## src/rtl/enc_dec_seq_ctrl.sv

```systemverilog
// enc_dec_seq_ctrl
//   Sequencer for the encoder/decoder datapath. A start strobe latches the
//   operating mode and codeword width, then the block handshakes with the
//   encoder and/or decoder engines, guarding each wait with a timeout.
//   Completion is reported as one-cycle op_done/op_err pulses plus sticky
//   status bits.
//
// Ports
//   clk, rst            clock (rising edge), asynchronous active-high reset
//   start, mode, cw_sel operation request, mode (00 enc, 01 dec, 10 full
//                       channel) and codeword width select (00/01/10 = 8/16/32)
//   enc_go / enc_done   encoder request level / completion strobe
//   dec_go / dec_done   decoder request level / completion strobe
//   dec_src, noise_en   decoder input from encoder output, noise XOR enable
//   cw_len              active codeword width, 0 when idle
//   busy                operation in progress
//   op_done, op_err     one-cycle completion / abort pulses
//   err_sticky, overrun last operation aborted / start seen while busy
//
// State | meaning
// ------+-----------------------------------------------------------
// IDLE  | waiting for start
// ENC   | encoder running, enc_go high, timeout armed
// DEC   | decoder running, dec_go high, timeout armed
// DONE  | one-cycle op_done pulse
// ERR   | one-cycle op_err pulse, err_sticky set on exit

module enc_dec_seq_ctrl #(
    parameter int TIMEOUT = 16,
    parameter int CNT_W   = 5
) (
    input  logic       clk,
    input  logic       rst,
    input  logic       start,
    input  logic [1:0] mode,
    input  logic [1:0] cw_sel,
    output logic       enc_go,
    input  logic       enc_done,
    output logic       dec_go,
    input  logic       dec_done,
    output logic       dec_src,
    output logic       noise_en,
    output logic [5:0] cw_len,
    output logic       busy,
    output logic       op_done,
    output logic       op_err,
    output logic       err_sticky,
    output logic       overrun
);

    typedef enum logic [2:0] {
        S_IDLE = 3'd0,
        S_ENC  = 3'd1,
        S_DEC  = 3'd2,
        S_DONE = 3'd3,
        S_ERR  = 3'd4
    } state_t;

    localparam logic [1:0]       MODE_ENC  = 2'b00;
    localparam logic [1:0]       MODE_DEC  = 2'b01;
    localparam logic [1:0]       MODE_FULL = 2'b10;
    localparam logic [CNT_W-1:0] TO_LOAD   = CNT_W'(TIMEOUT - 1);

    state_t           state_q, state_d;
    logic [CNT_W-1:0] cnt_q, cnt_d;
    logic [1:0]       mode_q, mode_d;
    logic [1:0]       cw_sel_q, cw_sel_d;
    logic             err_sticky_q, err_sticky_d;
    logic             overrun_q, overrun_d;

    always_ff @(posedge clk or posedge rst) begin
        if (rst) begin
            state_q      <= S_IDLE;
            cnt_q        <= '0;
            mode_q       <= 2'b00;
            cw_sel_q     <= 2'b00;
            err_sticky_q <= 1'b0;
            overrun_q    <= 1'b0;
        end else begin
            state_q      <= state_d;
            cnt_q        <= cnt_d;
            mode_q       <= mode_d;
            cw_sel_q     <= cw_sel_d;
            err_sticky_q <= err_sticky_d;
            overrun_q    <= overrun_d;
        end
    end

    // The timeout counter counts down from TIMEOUT-1; reaching zero without
    // a done strobe aborts. A done on that same final cycle still completes.
    always_comb begin
        state_d      = state_q;
        cnt_d        = cnt_q;
        mode_d       = mode_q;
        cw_sel_d     = cw_sel_q;
        err_sticky_d = err_sticky_q;
        overrun_d    = overrun_q;

        case (state_q)
            S_IDLE: begin
                if (start) begin
                    mode_d       = mode;
                    cw_sel_d     = cw_sel;
                    err_sticky_d = 1'b0;
                    overrun_d    = 1'b0;
                    cnt_d        = TO_LOAD;
                    if (mode == 2'b11 || cw_sel == 2'b11) begin
                        state_d = S_ERR;
                        cnt_d   = '0;
                    end else if (mode == MODE_DEC) begin
                        state_d = S_DEC;
                    end else begin
                        state_d = S_ENC;
                    end
                end
            end
            S_ENC: begin
                if (enc_done) begin
                    if (mode_q == MODE_FULL) begin
                        state_d = S_DEC;
                        cnt_d   = TO_LOAD;
                    end else begin
                        state_d = S_DONE;
                        cnt_d   = '0;
                    end
                end else if (cnt_q == '0) begin
                    state_d = S_ERR;
                end else begin
                    cnt_d = cnt_q - CNT_W'(1);
                end
            end
            S_DEC: begin
                if (dec_done) begin
                    state_d = S_DONE;
                    cnt_d   = '0;
                end else if (cnt_q == '0) begin
                    state_d = S_ERR;
                end else begin
                    cnt_d = cnt_q - CNT_W'(1);
                end
            end
            S_DONE: begin
                state_d = S_IDLE;
            end
            S_ERR: begin
                err_sticky_d = 1'b1;
                state_d      = S_IDLE;
            end
            default: begin
                state_d = S_IDLE;
                cnt_d   = '0;
            end
        endcase

        if (start && state_q != S_IDLE) begin
            overrun_d = 1'b1;
        end
    end

    // All outputs decode from registered state, so reset clears them at once.
    always_comb begin
        enc_go   = (state_q == S_ENC);
        dec_go   = (state_q == S_DEC);
        dec_src  = (state_q == S_DEC) && (mode_q == MODE_FULL);
        noise_en = (state_q == S_DEC) && (mode_q == MODE_FULL);
        busy     = (state_q != S_IDLE);
        op_done  = (state_q == S_DONE);
        op_err   = (state_q == S_ERR);
        cw_len   = 6'd0;
        if (state_q != S_IDLE) begin
            case (cw_sel_q)
                2'b00:   cw_len = 6'd8;
                2'b01:   cw_len = 6'd16;
                2'b10:   cw_len = 6'd32;
                default: cw_len = 6'd0;
            endcase
        end
    end

    assign err_sticky = err_sticky_q;
    assign overrun    = overrun_q;

endmodule

```

## config.mk

```make
export PLATFORM = sky130hd
export DESIGN_NAME = enc_dec_seq_ctrl
export DESIGN_NICKNAME = d
export VERILOG_FILES = /design/src/rtl/enc_dec_seq_ctrl.sv
export SDC_FILE = /design/constraint.sdc
export NUM_CORES = 1
export LEC_CHECK = 0
export CAP_MARGIN = 10
export CORE_MARGIN = 5
export CORE_UTILIZATION = 48
export CTS_BUF_LIST = sky130_fd_sc_hd__clkbuf_16
export DETAILED_ROUTE_END_ITERATION = 8
export GPL_TIMING_DRIVEN = 0
export PLACE_DENSITY = 0.84
export REMOVE_ABC_BUFFERS = 1
export SYNTH_ARGS = -nofsm -noshare
export SYNTH_HDL_FRONTEND = slang
export SYNTH_SLANG_ARGS = --single-unit
```

## constraint.sdc

```tcl
create_clock -name clk -period 2.1 [get_ports clk]
set_input_delay 0.525 -clock clk [delete_from_list [all_inputs] [get_ports clk]]
set_output_delay 0.525 -clock clk [all_outputs]
set_load 0.05 [all_outputs]
```

======== Word-level counts from Yosys, hierarchy flattened ========
Index checks and enable logic that the tools add are counted.
cells by class
  $add $sub $neg .......................... 1
  multiply operators ...................... 0
  divide/modulo/power cells ............... 0
  $lt $le $gt $ge ......................... 0
  equality and inequality tests ........... 11
  shift operators ......................... 0
  mux-type cells .......................... 21
  bitwise gates (word level) .............. 1
  reductions and logical operators ........ 15
operators with widths
  operator                                             count
  two-way mux 5 bit                                    4
  case mux 5 bit (4 select lines)                      1
  case mux 6 bit (3 select lines)                      1
  two-way mux 3 bit                                    5
  case mux 3 bit (3 select lines)                      1
  equality test 2 bit, second input constant           4
  two-way mux 4 bit                                    2
  AND reduction 2 bit                                  4
  equality test 3 x 2 -> 1 bit, second input constant  2
  two-way mux 6 bit                                    1
  nonzero test 2 bit                                   3
  zero test 5 bit                                      1
  subtractor 5 x 1 -> 5 bit, second input constant     1
  equality test 2 x 1 -> 1 bit, second input constant  2
  two-way mux 1 bit                                    4
  equality test 3 x 1 -> 1 bit, second input constant  1
  equality test 3 bit, second input constant           1
  zero test 3 bit                                      1
  nonzero test 3 bit                                   1
  logical AND 1 bit                                    2
  zero test 2 bit                                      1
  two-way mux 2 bit                                    1
  != test 2 bit, second input constant                 1
  case mux 1 bit (2 select lines)                      1
  other kinds (3)                                      3
word-level totals
  flip-flop bits (word level) ............. 14
  latch bits .............................. 0
  memory bits (writable) .................. 0
  memory bits (read-only) ................. 0
  output and inout port bits .............. 15
  word-level logic and storage cells ...... 55
  memories kept ........................... 0

======== Logic depth before layout (Yosys ltp) ========
Gate-level depths: netlist of the first run.
  word-level depth ........................ 5
  gate-level depth with buffers ........... 7
  depth with buffers taken out ............ 7

======== Worst setup path after synthesis of the first run ========
No wires, ideal clock.
  path type ............................... register to output
  start point ............................. reg state_q[0]
  end point ............................... out noise_en
  arrival ................................. 2178 ps
  required time ........................... 1575 ps
  path slack .............................. -603 ps
  stages on the path, launching flop included .. 5
  path buffers ............................ 2
  cells stage by stage .................... dfrtp_1 > buf_4 > nand2b_1 > nor3_1 > buf_4
on the way
  word-level cells in the longest chain between the ends .. 2
ends and longest elaborated chain
  element                       line  source
  from (decl)                   64    state_t state_q, state_d;
  from (signal assigned)        80    state_q <= state_d;
  equality test 3 x 2 -> 1 bit  n/a
  logical AND 1 bit             n/a
  to (decl)                     42    output logic noise_en,
No other way between the ends.

======== Worst setup path after layout of the first run ========
  start point ............................. reg state_q[0]
  end point ............................... out cw_len[3]
on the way
  word-level cells in the longest chain between the ends .. 2
ends and longest elaborated chain
  element             line  source
  nonzero test 3 bit  170   if (state_q != S_IDLE) begin
  two-way mux 6 bit   170
  to (decl)           43    output logic [5:0] cw_len,
No other way between the ends.

==> results of run 1 <==
## through the flow
step / std cells / hold slack [ns]
2_1_floorplan: 90 / 0.4142
3_3_place_gp: 137 / 0.4642
3_5_place_dp: 137 / 0.4694
4_1_cts: 142 / 0.4792
5_1_grt: 145 / 0.5004
6_report: 145 / 0.4791
## worst paths after layout
| check | cells after the start | from | endpoint |
|---|---|---|---|
| setup / recovery | 3 | state_q[0] | cw_len[3] |
| hold / removal | 1 | err_sticky | err_sticky |
| setup reg to reg | 7 | cnt_q[0] | state_q[0] |
| hold reg to reg | 1 | err_sticky | err_sticky |
| max in group asynchronous | 2 | rst | state_q[0] |
| min in group asynchronous | 2 | rst | cnt_q[4] |
## power by group through the flow
stage	Clock [mW]	Sequential, mW	Combinational, mW
after CTS	0.356	0.541	1.20
after global placement	0	0.531	1.16
after detailed placement	0	0.541	1.18
after floorplan	0	0.567	0.839
after global routing	0.374	0.559	1.37
final	0.350	0.536	1.27
## sequential cells by signal, summed over array words and instances (netlist names)
signal,flops
overrun,1
cw_sel_q,2
cnt_q,5
err_sticky,1
mode_q,2
state_q,3
## area by class of cell
type / instances / area, um^2 / share of cell area [%]
repair buffers: 25 / 234.0 / 18.64
clock buffers: 3 / 75.07 / 5.982
well taps: 27 / 33.78 / 2.692
multi-input cells: 72 / 543.0 / 43.27
inverters: 4 / 15.01 / 1.196
flip-flops and latches: 14 / 354.1 / 28.22
## Yosys cell counts (2+ instances only)
cell type,number
sky130_fd_sc_hd__inv_1,3
sky130_fd_sc_hd__buf_4,5
sky130_fd_sc_hd__nor3b_1,5
sky130_fd_sc_hd__nand2_1,3
sky130_fd_sc_hd__nand2b_1,5
sky130_fd_sc_hd__nor2_1,12
sky130_fd_sc_hd__a21oi_1,3
sky130_fd_sc_hd__o31ai_1,2
sky130_fd_sc_hd__nor3_1,3
sky130_fd_sc_hd__a211o_1,4
sky130_fd_sc_hd__a21boi_1,2
sky130_fd_sc_hd__and2_1,3
sky130_fd_sc_hd__dfrtp_1,14
sky130_fd_sc_hd__mux2_2,4
## timing repair
action / 4_1_cts / 5_1_grt
setup buffers: 2 / 3
endpoints found under the setup margin: 10 / 9
pin swaps: 0 / 1
gates resized for setup: 38 / 7
## worst max-delay path, cell delays in order, from the launching register on
cell                            delay [ns]
sky130_fd_sc_hd__dfrtp_2              0.48
sky130_fd_sc_hd__nor3_4               0.33
sky130_fd_sc_hd__nor3_1               0.07
sky130_fd_sc_hd__dlygate4sd2_1        0.43
## metal layers
| metal | part of all wire (%) | vias to the layer above |
|---|---|---|
| li1 | - | 384 |
| met1 | 42 | 383 |
| met2 | 52 | 16 |
| met3 | 4.9 | 4 |
| met4 | 1.1 | 0 |
| met5 | 0 | - |
## cells by family (layout without fill, tap and decap cells)
family	Yosys count	after routing	share of synthesized area, %
adder cells (fa/ha/maj)	1	1	1.316
flip-flops	14	14	36.84
AND/OR/NAND/NOR	40	40	25.92
buffers and inverters	12	32	7.631
multiplexers	4	4	4.737
AO/OA/AOI/OAI	24	24	23.16
other	1	3	0.3944
==> impl_summary.md, run 1 <==
Detailed routing
The average wire length per cell after detail routing is 14.45 um. The first-pass iteration count of the detailed router is 4. Once detail routing completed, the nets flagged for antenna violations numbered 0. The number of design-rule violations left by the first detailed-router iteration is 10. Detailed routing inserted a total of 787 vias. The per-cell via count in the routed design is 5.428. After detailed routing, the total wire length is 2095 um.

After detailed routing, the number of remaining DRC violations is 0.

CTS
The clock root buffer is sky130_fd_sc_hd__clkbuf_16. The total number of H-tree levels is 1. The clock passes through at most 2 buffers. The insertion delay to the later sink of the worst-skew pair is 0.24 ns. The register clock-pin slew on the reported worst setup and hold paths is 0.04 ns.

The number of clock sinks is 14. In this run, CTS created clock tree buffers numbering 3. TritonCTS built the clock tree. The number of buffers inserted by hold repair at cts is 0.

GRT
For met1 alone, demand over resource in global routing was 18.69%. The combined global-route utilization of all metal layers is 17.12%. The met3 track demand over resource is 5.995%. The layer with the highest usage after global routing is met2. The number of global-route vias before repair is 826.

The met2 usage is 29.68%. The first global-routing pass estimated 3601 um of wire. The largest net degree at the start of global routing is 15. The number of antenna violations at the first check in global routing is 0. The overflow left after global routing is 0.

Floorplanning
Measured along the y axis, the die boundary spans 54.51 um. The die covers 2971 um^2. The number of core rows is 16. Measured along the x axis, the die boundary spans 54.51 um. The count of pins on the block boundary is 24. For this configuration, the core starts out at a cell density of 49.48%. The floorplan step defined a core boundary enclosing 1922 um^2.

Setup path
The type of element launching the critical path is a flop. STA puts the critical path data required time at 1.57 ns. The critical path in this run is classified as flop to output pin.

For flop-to-flop paths, the worst setup slack is 0.23 ns. The worst setup path is captured at an output pin. Of all nets on the critical path, the largest fanout is 10. The arrival time at the worst endpoint is 1.56 ns.

Timing
The final setup violation count is 0. The total count of max-transition violations in the final report is 0. The relative slew slack is 56.49%. The count of final hold-check violations is 0. Static timing analysis puts the maximum clock frequency at 480.3 MHz. The final critical path takes up 99.14% of the cycle.

The smallest clock period supported by the final layout is computed as 2.082 ns. The slew at the pin with the worst max-slew slack is 0.6472 ns. The worst path meets setup with 0.01798 ns of slack. Setup total negative slack on the finished layout was measured at 0 ns. Setup repair after global routing could not meet its margin everywhere. The largest clock skew in the final design is 0.002780 ns.

Cells and area
The utilization after layout is 65.30%. After routing the design area is 1255 um^2. The number of nets in the finished design is 130. The number of fill cells in the layout is 173.

The fraction of layout instances using a drive strength above 1 is 32.20%. The post-synthesis to final-layout area growth is 31.97%. Leaving out fill and tap cells, the most frequent cells in the layout are sky130_fd_sc_hd__nor2_1 (11), sky130_fd_sc_hd__dfrtp_1 (11), sky130_fd_sc_hd__clkdlybuf4s50_1 (10), sky130_fd_sc_hd__clkdlybuf4s15_2 (6). The number of antenna repair diodes is 0.

Power and ir drop
The internal power summed over all cells is 1.165 mW. The combinational group share of total power is 58.8%. The power dissipated by switching net loads is 0.9871 mW.

The total leakage power is 0.5514 nW. Sequential cells account for 24.9% of the total power. The sum of internal, switching and leakage power is 2.152 mW.

Across the VDD grid, the largest voltage drop is 0.001148 V. In this run, the clock network consumes 16.3% of the power. The switching fraction of total power is 45.87%.

The total power per unit cell area is 1715 nW/um^2.

Yosys
The number of flops mapped to enable cells by yosys is 0. The most used flip-flop cell after synthesis is sky130_fd_sc_hd__dfrtp_1. The Yosys step of the flow raised 0 warnings. The synthesized design contains 14 register bits. In this run the biggest area consumer among cell types represents 36.84% of the synthesized area. By area the synthesized netlist is led by sky130_fd_sc_hd__dfrtp_1 (37%), sky130_fd_sc_hd__mux2_2 (4.7%), sky130_fd_sc_hd__nor2_1 (4.7%). The library cell occupying the most area in the post-synthesis netlist is sky130_fd_sc_hd__dfrtp_1. The share of synthesized registers carrying an async set or reset is 100.0%. Sequential elements use 36.84% of the synthesized area.

The post-synthesis cell type count is 42. The mapped netlist covers 950.9 um^2. The mean cell area of the mapped netlist is 9.905 um^2. The post-synthesis cell count is 96.

Placement
After detailed placement, the total cell area comes to 1135 um^2. Prior to clock tree synthesis, the placed netlist has a worst setup slack of -0.2303 ns. The routability-driven placement congestion ratio is 0.7558.

Detailed placement finished with a half-perimeter wire length of 1512 um. Input and output buffers added on the ports amount to 20.

Status
The flow ran to the end, and the final reports show no timing, DRC or antenna violations.

Min path
The path class of the tightest hold or removal check is flop to flop.

Flow run
Across the run, the number of max-cap violations was 0.
No activity file was read; power rests on OpenSTA's default activity.
==> inputs of run 2 (changes only) <==
--- a/config.mk
+++ b/config.mk
@@ -6,11 +6,11 @@
 export NUM_CORES = 1
 export LEC_CHECK = 0
 export CAP_MARGIN = 10
+export CORE_ASPECT_RATIO = 0.75
 export CORE_MARGIN = 5
 export CORE_UTILIZATION = 48
 export CTS_BUF_LIST = sky130_fd_sc_hd__clkbuf_16
 export DETAILED_ROUTE_END_ITERATION = 8
-export GPL_TIMING_DRIVEN = 0
 export PLACE_DENSITY = 0.84
 export REMOVE_ABC_BUFFERS = 1
 export SYNTH_ARGS = -nofsm -noshare
==> impl_summary.md, run 2 (same netlist as run 1, synthesis figures left out) <==
Status
The flow ran to the end, and the final reports show no timing, DRC or antenna violations.

Setup path
The maximum single-stage delay on the critical path is 0.55 ns. The arrival time at the worst endpoint is 1.48 ns. The type of element launching the critical path is a flop.

The worst endpoint required time is 1.57 ns. By startpoint and endpoint, the worst setup path is classified as flop to output pin. The worst setup path is captured at an output pin. The signal on the critical path passes through nor3_4 > nor3_1 > buf_12.

Along the worst path, the maximum fanout reaches 10. The worst-path cell with the longest stage delay is sky130_fd_sc_hd__dfrtp_1.

Power and ir drop
The power dissipated by switching net loads is 1.021 mW. Combinational cells account for 61.2% of the total power. The total leakage power is 0.5795 nW. For this design the ratio of total power to cell area is 1725 nW/um^2. Net switching is 44.86% of the power.

Cell internal power was estimated by the tool at 1.256 mW. VDD sags by at most 0.0009884 V. In this run, flip-flops and latches consume 23.1% of the power. The clock network fraction of total power is 15.7%.

The sum of internal, switching and leakage power is 2.277 mW.

Floorplanning
The number of core rows is 14. The die is 61.40 um wide. Once the floorplan was initialized, standard cells occupied 48.91% of the core.

The floorplan step defined a core boundary enclosing 1944 um^2. From bottom edge to top edge, the die measures 48.55 um. 24 I/O pins were placed. The die area is 2980 um^2.

Cells and area
The number of flip-flops in the largest register is 5. Cells fill 67.89% of the core in the end. The repair_antennas step left the layout with diodes totalling 0.

The library cells used most frequently in the layout, excluding fill and tap cells, are sky130_fd_sc_hd__dfrtp_1 (14), sky130_fd_sc_hd__nor2_1 (12), sky130_fd_sc_hd__clkdlybuf4s50_1 (10), sky130_fd_sc_hd__buf_12 (9). In the final design database the tool counted 128 nets. Cells with a size suffix above 1 make up 27.35% of the layout. The most flop-heavy register is cnt_q. The multi-input combinational cell area is 535.5 um^2. Summing all flip-flop and latch instances after layout gives 350.3 um^2. Leaving out fill and tap cells, the most frequent cell in the layout is sky130_fd_sc_hd__dfrtp_1. The post-synthesis to final-layout area growth is 38.82%. The largest registers in the layout are cnt_q (5), state_q (3). The number of fill cells in the layout is 137.

Detailed routing
The final layout contains routed wiring with a total length of 2170 um. The number of design-rule violations left by the first detailed-router iteration is 28. The first TritonRoute pass finished after 4 iterations. The via count is 808.

The number of nets with antenna violations after detailed routing is 0. The DRC violation count after routing is 0. The per-cell via count in the routed design is 5.730. The average wire length per cell after detail routing is 15.39 um.

Timing
The total count of max-transition violations in the final report was 0. Derived from the worst setup path, the maximum achievable clock frequency is 497.9 MHz. The slew at the pin with the worst max-slew slack is 0.5434 ns.

The worst path in the final design needs a cycle of 2.008 ns, including I/O delays and setup. The count of final hold-check violations was 0. The setup TNS is 0 ns. In this run the tightest slew margin relative to its limit is 63.73%. After layout, the worst setup slack is 0.09159 ns. The final critical path takes up 95.64% of the cycle.

The largest clock skew in the final design is 0.002174 ns. Setup violations remaining at the end of the flow were counted as 0. Setup repair after global routing left no endpoint under its margin.

CTS
In this run the clock root is driven by a sky130_fd_sc_hd__clkbuf_16. Counting along the longest clock path gives a buffer depth of 2. The total number of H-tree levels is 1. The insertion delay to the later sink of the worst-skew pair is 0.24 ns.

The CTS tree is built. Gates resized during post-CTS repair numbered 0. The number of clock sinks is 14.

Clock tree synthesis inserted a total of 3 buffers. In this run the post-CTS setup repair buffer count came out at 0. Clock-pin slew was measured on the worst setup and hold paths at 0.05 ns. Hold repair after CTS inserted 0 buffers.

Flow run
The number of max-capacitance violations reported is 0.

Placement
The placed wire-length estimate after detailed placement is 1640 um. The count of buffers added on input and output ports is 20. Routability-driven placement finished with a final weighted congestion of 0.8534. Timing analysis after detailed placement gives a worst setup slack of 0.04482 ns.

GRT
The layer flagged by global routing as most heavily used is met1. The number of global-route vias before repair came to 763. The largest net degree at the start of global routing is 15. The number of antenna violations at the first check in global routing came to 0. The met2 usage is 22.18%. Across every metal layer, demand over resource in global routing totals 15.38%.

The global-route wire length before repair is 3574 um. Global routing used 0.5319% of the available met3 tracks. The total overflow left after global routing is 0. The global routing met1 resource utilization is 23.38%.

Min path
The type of the most critical hold path is flop to flop.
## run 2: final cells by class
type | count | area share (%)
clock buffers | 3 | 5.687
clock inverters | 1 | 0.2844
inverters | 4 | 1.137
multi-input cells | 72 | 40.57
flip-flops and latches | 14 | 26.54
well taps | 24 | 2.275
repair buffers | 23 | 23.51
## run 2: layer usage
metal | wire [um] | vias to the layer above | share of wire, %
met5 | 0 | - | 0
met4 | 45 | 0 | 2.1
met3 | 127 | 4 | 5.9
met2 | 987 | 33 | 45
met1 | 1010 | 394 | 47
li1 | - | 377 | -
## run 2: critical path: cells and delay by family, from the launching register on
family	cells	cell delay, ns
buffers and inverters	1	0.20
flip-flops	1	0.55
AND/OR/NAND/NOR	2	0.50
## run 2: power by group through the flow
| stage | clock [mW] | combinational (mW) | sequential (mW) |
|---|---|---|---|
| global route | 0.376 | 1.48 | 0.542 |
| global placement | 0 | 1.35 | 0.512 |
| CTS | 0.357 | 1.39 | 0.523 |
| detailed placement | 0 | 1.38 | 0.526 |
| floorplan | 0 | 0.839 | 0.567 |
| finish | 0.359 | 1.39 | 0.525 |
## run 2: path summary, 6_finish.rpt
check | endpoint | cells past startpoint | slack (ns) | from
setup / recovery | cw_len[3] | 3 | 0.09 | state_q[1]
hold / removal | err_sticky | 1 | 0.48 | err_sticky
setup reg to reg | cnt_q[3] | 6 | 0.27 | cnt_q[0]
hold reg to reg | err_sticky | 1 | 0.48 | err_sticky
max in group asynchronous | cnt_q[0] | 2 | 1.11 | rst
min in group asynchronous | mode_q[1] | 2 | 0.63 | rst
## run 2: through the flow
stage | std cells | hold slack [ns] | instance area [um^2]
2_1_floorplan | 90 | 0.4142 | 900.9
3_3_place_gp | 137 | 0.4646 | 1241
3_5_place_dp | 137 | 0.4790 | 1241
4_1_cts | 141 | 0.4892 | 1320
5_1_grt | 141 | 0.5108 | 1320
6_report | 141 | 0.4848 | 1320
==> inputs of run 3 (changes only) <==
--- a/config.mk
+++ b/config.mk
@@ -10,6 +10,7 @@
 export CORE_MARGIN = 5
 export CORE_UTILIZATION = 48
 export CTS_BUF_LIST = sky130_fd_sc_hd__clkbuf_16
+export CTS_CLUSTER_SIZE = 20
 export DETAILED_ROUTE_END_ITERATION = 8
 export PLACE_DENSITY = 0.84
 export REMOVE_ABC_BUFFERS = 1
==> results of run 3 <==
Same layout as run 2: the final DEF is identical, and so are final timing and power.
